**src/rtl/serial_addsub.sv**
```systemverilog
// serial_addsub: bit-serial adder/subtractor, LSB-first, one full adder with a
// registered carry, one operand bit per clock.
// Ports:
//   clk, rst_n        - clock, asynchronous active-low reset
//   start, sub, a, b  - request, add(0)/subtract(1), operands (sampled in IDLE)
//   busy              - high while operand bits are being processed
//   done              - one-cycle pulse when sum/cout/ovf are updated
//   sum, cout, ovf    - result, carry/no-borrow, signed overflow (held)
module serial_addsub #(
    parameter int unsigned WIDTH = 8
) (
    input  logic             clk,
    input  logic             rst_n,
    input  logic             start,
    input  logic             sub,
    input  logic [WIDTH-1:0] a,
    input  logic [WIDTH-1:0] b,
    output logic             busy,
    output logic             done,
    output logic [WIDTH-1:0] sum,
    output logic             cout,
    output logic             ovf
);

    localparam int unsigned CW = $clog2(WIDTH);

    typedef enum logic [1:0] {
        IDLE = 2'd0,
        RUN  = 2'd1,
        DONE = 2'd2
    } state_t;

    state_t           state_q, state_d;
    logic [WIDTH-1:0] opa_q, opa_d;
    logic [WIDTH-1:0] opb_q, opb_d;
    // Upper WIDTH-1 result bits; the final bit goes straight into sum.
    logic [WIDTH-2:0] res_q, res_d;
    logic             carry_q, carry_d;
    logic [CW-1:0]    cnt_q, cnt_d;
    logic [WIDTH-1:0] sum_q, sum_d;
    logic             cout_q, cout_d;
    logic             ovf_q, ovf_d;
    logic             busy_q, busy_d;
    logic             done_q, done_d;

    logic             sum_bit;
    logic             carry_nxt;

    // Single full adder on the current LSBs.
    always_comb begin
        sum_bit   = opa_q[0] ^ opb_q[0] ^ carry_q;
        carry_nxt = (opa_q[0] & opb_q[0]) | (opa_q[0] & carry_q) | (opb_q[0] & carry_q);
    end

    // Next-state and datapath update.
    always_comb begin
        state_d = state_q;
        opa_d   = opa_q;
        opb_d   = opb_q;
        res_d   = res_q;
        carry_d = carry_q;
        cnt_d   = cnt_q;
        sum_d   = sum_q;
        cout_d  = cout_q;
        ovf_d   = ovf_q;
        busy_d  = 1'b0;
        done_d  = 1'b0;
        case (state_q)
            IDLE: begin
                if (start) begin
                    opa_d   = a;
                    // Subtract as a + ~b + 1: the +1 enters as the initial carry.
                    opb_d   = sub ? ~b : b;
                    carry_d = sub;
                    cnt_d   = '0;
                    state_d = RUN;
                    busy_d  = 1'b1;
                end
            end
            RUN: begin
                busy_d  = 1'b1;
                carry_d = carry_nxt;
                res_d   = (WIDTH-1)'({sum_bit, res_q} >> 1);
                opa_d   = opa_q >> 1;
                opb_d   = opb_q >> 1;
                cnt_d   = cnt_q + CW'(1);
                if (cnt_q == CW'(WIDTH - 1)) begin
                    sum_d   = {sum_bit, res_q};
                    cout_d  = carry_nxt;
                    // carry_q here is the carry into the MSB.
                    ovf_d   = carry_q ^ carry_nxt;
                    state_d = DONE;
                    busy_d  = 1'b0;
                    done_d  = 1'b1;
                end
            end
            DONE: begin
                state_d = IDLE;
            end
            default: begin
                state_d = IDLE;
            end
        endcase
    end

    // State and output registers.
    always_ff @(posedge clk or negedge rst_n) begin
        if (!rst_n) begin
            state_q <= IDLE;
            opa_q   <= '0;
            opb_q   <= '0;
            res_q   <= '0;
            carry_q <= 1'b0;
            cnt_q   <= '0;
            sum_q   <= '0;
            cout_q  <= 1'b0;
            ovf_q   <= 1'b0;
            busy_q  <= 1'b0;
            done_q  <= 1'b0;
        end else begin
            state_q <= state_d;
            opa_q   <= opa_d;
            opb_q   <= opb_d;
            res_q   <= res_d;
            carry_q <= carry_d;
            cnt_q   <= cnt_d;
            sum_q   <= sum_d;
            cout_q  <= cout_d;
            ovf_q   <= ovf_d;
            busy_q  <= busy_d;
            done_q  <= done_d;
        end
    end

    assign busy = busy_q;
    assign done = done_q;
    assign sum  = sum_q;
    assign cout = cout_q;
    assign ovf  = ovf_q;

endmodule

```
**config.mk**
```make
export PLATFORM = sky130hd
export DESIGN_NAME = serial_addsub
export DESIGN_NICKNAME = d
export VERILOG_FILES = /design/src/rtl/serial_addsub.sv
export SDC_FILE = /design/constraint.sdc
export NUM_CORES = 1
export LEC_CHECK = 0
export CORE_ASPECT_RATIO = 1.5
export CORE_MARGIN = 1
export CORE_UTILIZATION = 47
export DETAILED_ROUTE_END_ITERATION = 7
export GPL_TIMING_DRIVEN = 0
export PLACE_DENSITY = 0.75
export SLEW_MARGIN = 20
export SYNTH_ARGS = -nofsm -noshare
export SYNTH_HDL_FRONTEND = slang
export SYNTH_SLANG_ARGS = --single-unit
```
**constraint.sdc**
```tcl
create_clock -name clk -period 1.48 [get_ports clk]
set_clock_uncertainty 0.15 [all_clocks]
set_input_delay 0.296 -clock clk [delete_from_list [all_inputs] [get_ports clk]]
set_output_delay 0.296 -clock clk [all_outputs]
set_load 0.02 [all_outputs]
```
# After elaboration in Yosys (flattened, before gate mapping)
# Cells that the tools add are included.
# word_totals
register_bits	41
input_bits	20
# op_classes
n_addsub	1
eq_ne	4
n_mux	17
bitwise_logic	9
reduce_logical	5
# ops
operator	n
8-bit one-hot mux with 2 select lines	2
8-bit two-way mux	3
8-bit NOT	1
3-bit one-hot mux with 2 select lines	1
2-bit AND reduction	3
1-bit two-way mux	5
2-bit two-way mux	2
2-bit inequality test (second input constant)	2
1-bit one-hot mux with 2 select lines	2
2-bit one-hot mux with 2 select lines	1
3-bit by 1-bit adder with 3-bit output (second input constant)	1
1-bit bitwise AND	3
3-bit == test (second input constant)	1
3-bit two-way mux	1
1-bit bitwise XOR	3
2-bit by 1-bit == test with 1-bit output (second input constant)	1
2-bit logical NOT	1
1-bit OR	2
2-bit nonzero test	1

# Longest topological paths before layout
# depth
word_depth	4
ltp_mapped	6
mapped_depth_nobuf	5

# Worst setup path before layout
# No wires, ideal clock.
# synth_timing
path_kind	flip-flop to flip-flop
from	register cnt_q[0]
to	register cout_q, in the netlist cout
arrival_ns	1.328
slack_ns	-0.123
stages_incl_launch_ff	6
path_cell_list	dfrtp_1 -> ha_1 -> ha_1 -> nand3b_2 -> buf_6 -> mux2_4
# synth_via
elab_chain_len	2
# synth_lines
item	line	rtl
start, declared	39	logic [CW-1:0] cnt_q, cnt_d;
start signal, assigned	126	cnt_q <= cnt_d;
3-bit == test	87	if (cnt_q == CW'(WIDTH - 1)) begin
2-bit AND reduction (no source line)	n/a	
end signal, assigned	128	cout_q <= cout_d;
end, declared	41	logic cout_q, cout_d;
# No other way between the ends.
# A chain may end at the register's enable or synchronous reset.

# Worst setup path after layout
# layout_timing
from	register cnt_q[0]
to	register sum_q[7], in the netlist sum[7]
# layout_via
elab_chain_len	2
# layout_lines
item	line	rtl
3-bit == test	87	
2-bit AND reduction (no source line)	n/a	
end signal, assigned	127	sum_q <= sum_d;
end, declared	40	logic [WIDTH-1:0] sum_q, sum_d;
# No other way between the ends.

==> results <==
- The initial utilization of the core area, before any placement, comes to 0.498.
- Counting both buffers and inverters, the worst setup path holds a total of 1.
- The reported leakage power is about 1.2 nW.
- In this run the count of I/O pins placed on the die edge is 32.
- The wire-length estimate of the detail-placed layout is approximately 2500 um.
- TritonCTS built the clock tree.
- The congestion estimate from routability-driven global placement came to about 0.76.
- The growth of design area from synthesis to finish is 34.1%.
- The peak ir drop on the vdd network is 1.27 mV.
- The area after detailed placement is 2250 um2.
- After synthesis the cells add up to 1850 um2.
- After filler insertion, the fill cell instance count of the layout stands at between 300 and 400.
- The area of the placeable core is ~3700 um2.
- The count of buffers added on input and output ports is 30.
- The clock-pin slew on the worst setup and hold paths is 0.08 ns.
- The worst setup slack after layout is -0.131 ns.
- The overflow left after global routing is 0.
- The worst hold path belongs to the class in -> reg.
- The overall die height is 78.9 um.
- The number of warnings issued by yosys is 0.
- In the final layout, the share of cells above drive strength 1 is 0.198.
- The cell with the most instances after synthesis is dfrtp_1.
- The portion of synthesized cell area occupied by the leading cell type is 0.554.
- The delay of the slowest cell on the worst path is between 0.4 and 0.5 ns.
- The routed layout has between 1000 and 1500 vias.
- The post-route antenna net violation count is 0.
- The top cell type by total area after synthesis is dfrtp_1.
- The number of flops mapped to enable cells by yosys is 0.
- The pin slew with the least headroom to its limit is 0.482 ns.
- The post-route clock period utilization is 1.09.
- Setup violations remaining at the end of the flow were counted as 10.
- The number of global-route vias before repair is ~1200.
- The number of nets handed over by synthesis was approximately 180.
- The number of DRC violations after detailed routing is 0.
- The number of antenna diodes in the final layout is 0.
- The worst setup path is of the reg -> reg kind.
- After detailed routing, the average wire length per cell comes to about 14 um.
- The first global-routing pass estimated between 5000 and 6000 um of wire.
- The finished cells cover ~2500 um2.
- The achievable frequency is just over 600 MHz.
- The kind of capture point of the worst setup path is a flip-flop.
- At the placement stage, the worst setup path has a slack of -0.302 ns.
- After synthesis the netlist holds a flip-flop and latch count of a little over 40.
- The final hold violation count was 0.
- The proportion of synthesized chip area in sequential cells is 0.554.
- In the final timing run, aggregate negative setup slack is -1.09 ns.
- Counting distinct cell types in the post-synthesis netlist gives 25.
- The run finished, with violations left.
- Walking the worst path, the cells encountered are ha_2 -> ha_4 -> nand3b_4 -> buf_8 -> mux2_4.
- The worst pin sits at a relative slew slack of 0.679.
- The number of nets in the finished design is about 230.
- Sorting the synthesized cells by how often they occur yields 41 x dfrtp_1, 39 x nand2_1, 16 x mux2i_1.
- The die covers ~4200 um2.
- The floorplan has 27 rows.
- The final reports fail on negative setup slack.
- Counting flops with an async set or reset pin after synthesis yields a share of 1.00.
- Setup repair after global routing could not meet its margin everywhere.
- The arrival time of data at the critical path endpoint is about 1.6 ns.
- The per-instance average area after synthesis is ~12 um2.
- The clock drives a little over 40 sinks.
- After layout, the minimum clock period comes to between 1.5 and 2 ns.
- The initial antenna violation count is 0.
- The number of standard cells in the layout, taps in and fillers out is 250.
- Dividing the detail-routed via count by the number of cells gives between 5 and 6.
- The cell type group with the largest total delay on the critical path is flip-flops.
- The clock latency at the later pin of the worst-skew pair is slightly below 0.3 ns.
- On the critical path, the stage with the largest delay is an instance of dfrtp_1.
- CTS placed an instance of clkbuf_8 at the clock tree root.
- The most used flip-flop cell after synthesis is dfrtp_1.
- In this run the power density over the cells is just over 2000 nW/um2.
- The worst setup path is launched from a flip-flop.
- Across the run, the number of max-cap violations was 0.
- The first-pass iteration count of the detailed router is 4.
- Counting along the longest clock path gives a buffer depth of 2.
- The number of clock buffers inserted by TritonCTS is 5.
- The violation count after the first detailed-routing iteration is 19.
- The count of mapped cells out of synthesis is 160.
- Yosys attributes the largest share of cell area to dfrtp_1 55%, mux2i_1 8.6%, nand2_1 7.9%.
- The global routing usage summed across all routing layers is 0.183.
- The H-tree was split into 2 levels.
- The data required time at the worst endpoint is approximately 1.5 ns.
- Once placement completed, the tool counted placed cells totaling roughly 230.
- The final layout contains routed wiring with a total length of 3540 um.
- Of all nets on the critical path, the largest fanout is 5.
- The final number of max-transition violations came to 0.
- The die span in x is between 50 and 60 um.
- Entering global routing, the biggest net connects 24 pins.
layout by cell type, fill, tap and decap left out, types with 2 or more instances in the layout:
| cell type | instances |
|---|---|
| o21ai_0 | 4 |
| nor2b_1 | 2 |
| clkbuf_8 | 6 |
| buf_6 | 3 |
| mux2i_1 | 15 |
| clkdlybuf4s15_1 | 2 |
| a22o_1 | 2 |
| dfrtp_1 | 39 |
| buf_12 | 2 |
| o21ai_1 | 14 |
| buf_2 | 3 |
| nor2_1 | 3 |
| xor2_1 | 8 |
| inv_1 | 4 |
| clkdlybuf4s50_1 | 17 |
| dlygate4sd2_1 | 10 |
| nand2_1 | 39 |
| mux2_4 | 9 |
| buf_4 | 5 |
| dfrtp_2 | 2 |
timing repair:
item | CTS | global route
setup buffers | 2 | 4
gates resized for setup | 16 | 9
cloned | 0 | 1
endpoints found under the hold margin | 18 | 0
setup endpoints to repair | 22 | 27
pin swaps | 0 | 1
hold buffers | 1 | 0
sequential cells by signal, indices dropped and copies added, names as in the netlist:
name     flops
opb_q        8
done         1
sum          8
opa_q        8
carry_q      1
cout         1
cnt_q        3
res_q        7
busy         1
ovf          1
state_q      2
routing by layer:
| layer | GRT usage | vias to the layer above | part of all wire |
|---|---|---|---|
| li1 | - | 618 | - |
| met4 | 0.0474 | 0 | 0.0059 |
| met5 | 0 | - | 0 |
| met3 | 0.0517 | 2 | 0.040 |
| met1 | 0.221 | 601 | 0.41 |
| met2 | 0.310 | 31 | 0.54 |
layout make-up:
cell class	instances	area, um2	share of cell area
flip-flops and latches	41	1030	0.414
well taps	43	53.8	0.0217
clock inverters	1	30.0	0.0121
inverters	4	15.0	0.00605
clock buffers	7	86.3	0.0348
repair buffers	39	407	0.164
plain buffers	9	87.6	0.0353
multi-input cells	106	776	0.312
cell families (layout without fill, tap and decap cells):
| family | Yosys count | count (layout) | synth area share |
|---|---|---|---|
| buffers and inverters | 13 | 60 | 0.0520 |
| multiplexers | 25 | 25 | 0.153 |
| AND/OR/NAND/NOR | 47 | 47 | 0.104 |
| AO/OA/AOI/OAI | 22 | 22 | 0.0696 |
| flip-flops | 41 | 41 | 0.554 |
| adder cells (fa/ha/maj) | 3 | 3 | 0.0243 |
| XOR/XNOR | 9 | 9 | 0.0426 |
where the power goes:
group | switching, mW | internal (mW)
Combinational | 0.995 | 1.14
Clock | 0.370 | 0.550
Sequential | 0.331 | 1.62
worst min-delay path, cell delays in order:
cell and delay [ns]:
buf_2 0.18, mux2i_1 0.15, o21ai_1 0.08
per-stage QoR:
stage	util	hold slack (ns)	total power, mW
3_3_place_gp	0.600	0.306	3.87
2_1_floorplan	-	-0.150	3.33
3_5_place_dp	0.606	0.131	4.01
6_report	0.668	0.312	5.00
4_1_cts	0.647	0.308	4.93
5_1_grt	0.668	0.314	5.36
final timing paths:
check	start	to	slack, ns	cells past startpoint
hold / removal	sub	carry_q$_DFFE_PN0P_	0.31	3
setup / recovery	cnt_q[0]$_DFFE_PN0P_	sum[7]$_DFFE_PN0P_	-0.13	5
hold reg to reg	ovf$_DFFE_PN0P_	ovf$_DFFE_PN0P_	0.34	2
max in group asynchronous	rst_n	sum[7]$_DFFE_PN0P_	0.36	3
setup reg to reg	cnt_q[0]$_DFFE_PN0P_	sum[7]$_DFFE_PN0P_	-0.13	5
min in group asynchronous	rst_n	sum[0]$_DFFE_PN0P_	0.34	2
No activity file was read; power rests on OpenSTA's default activity.
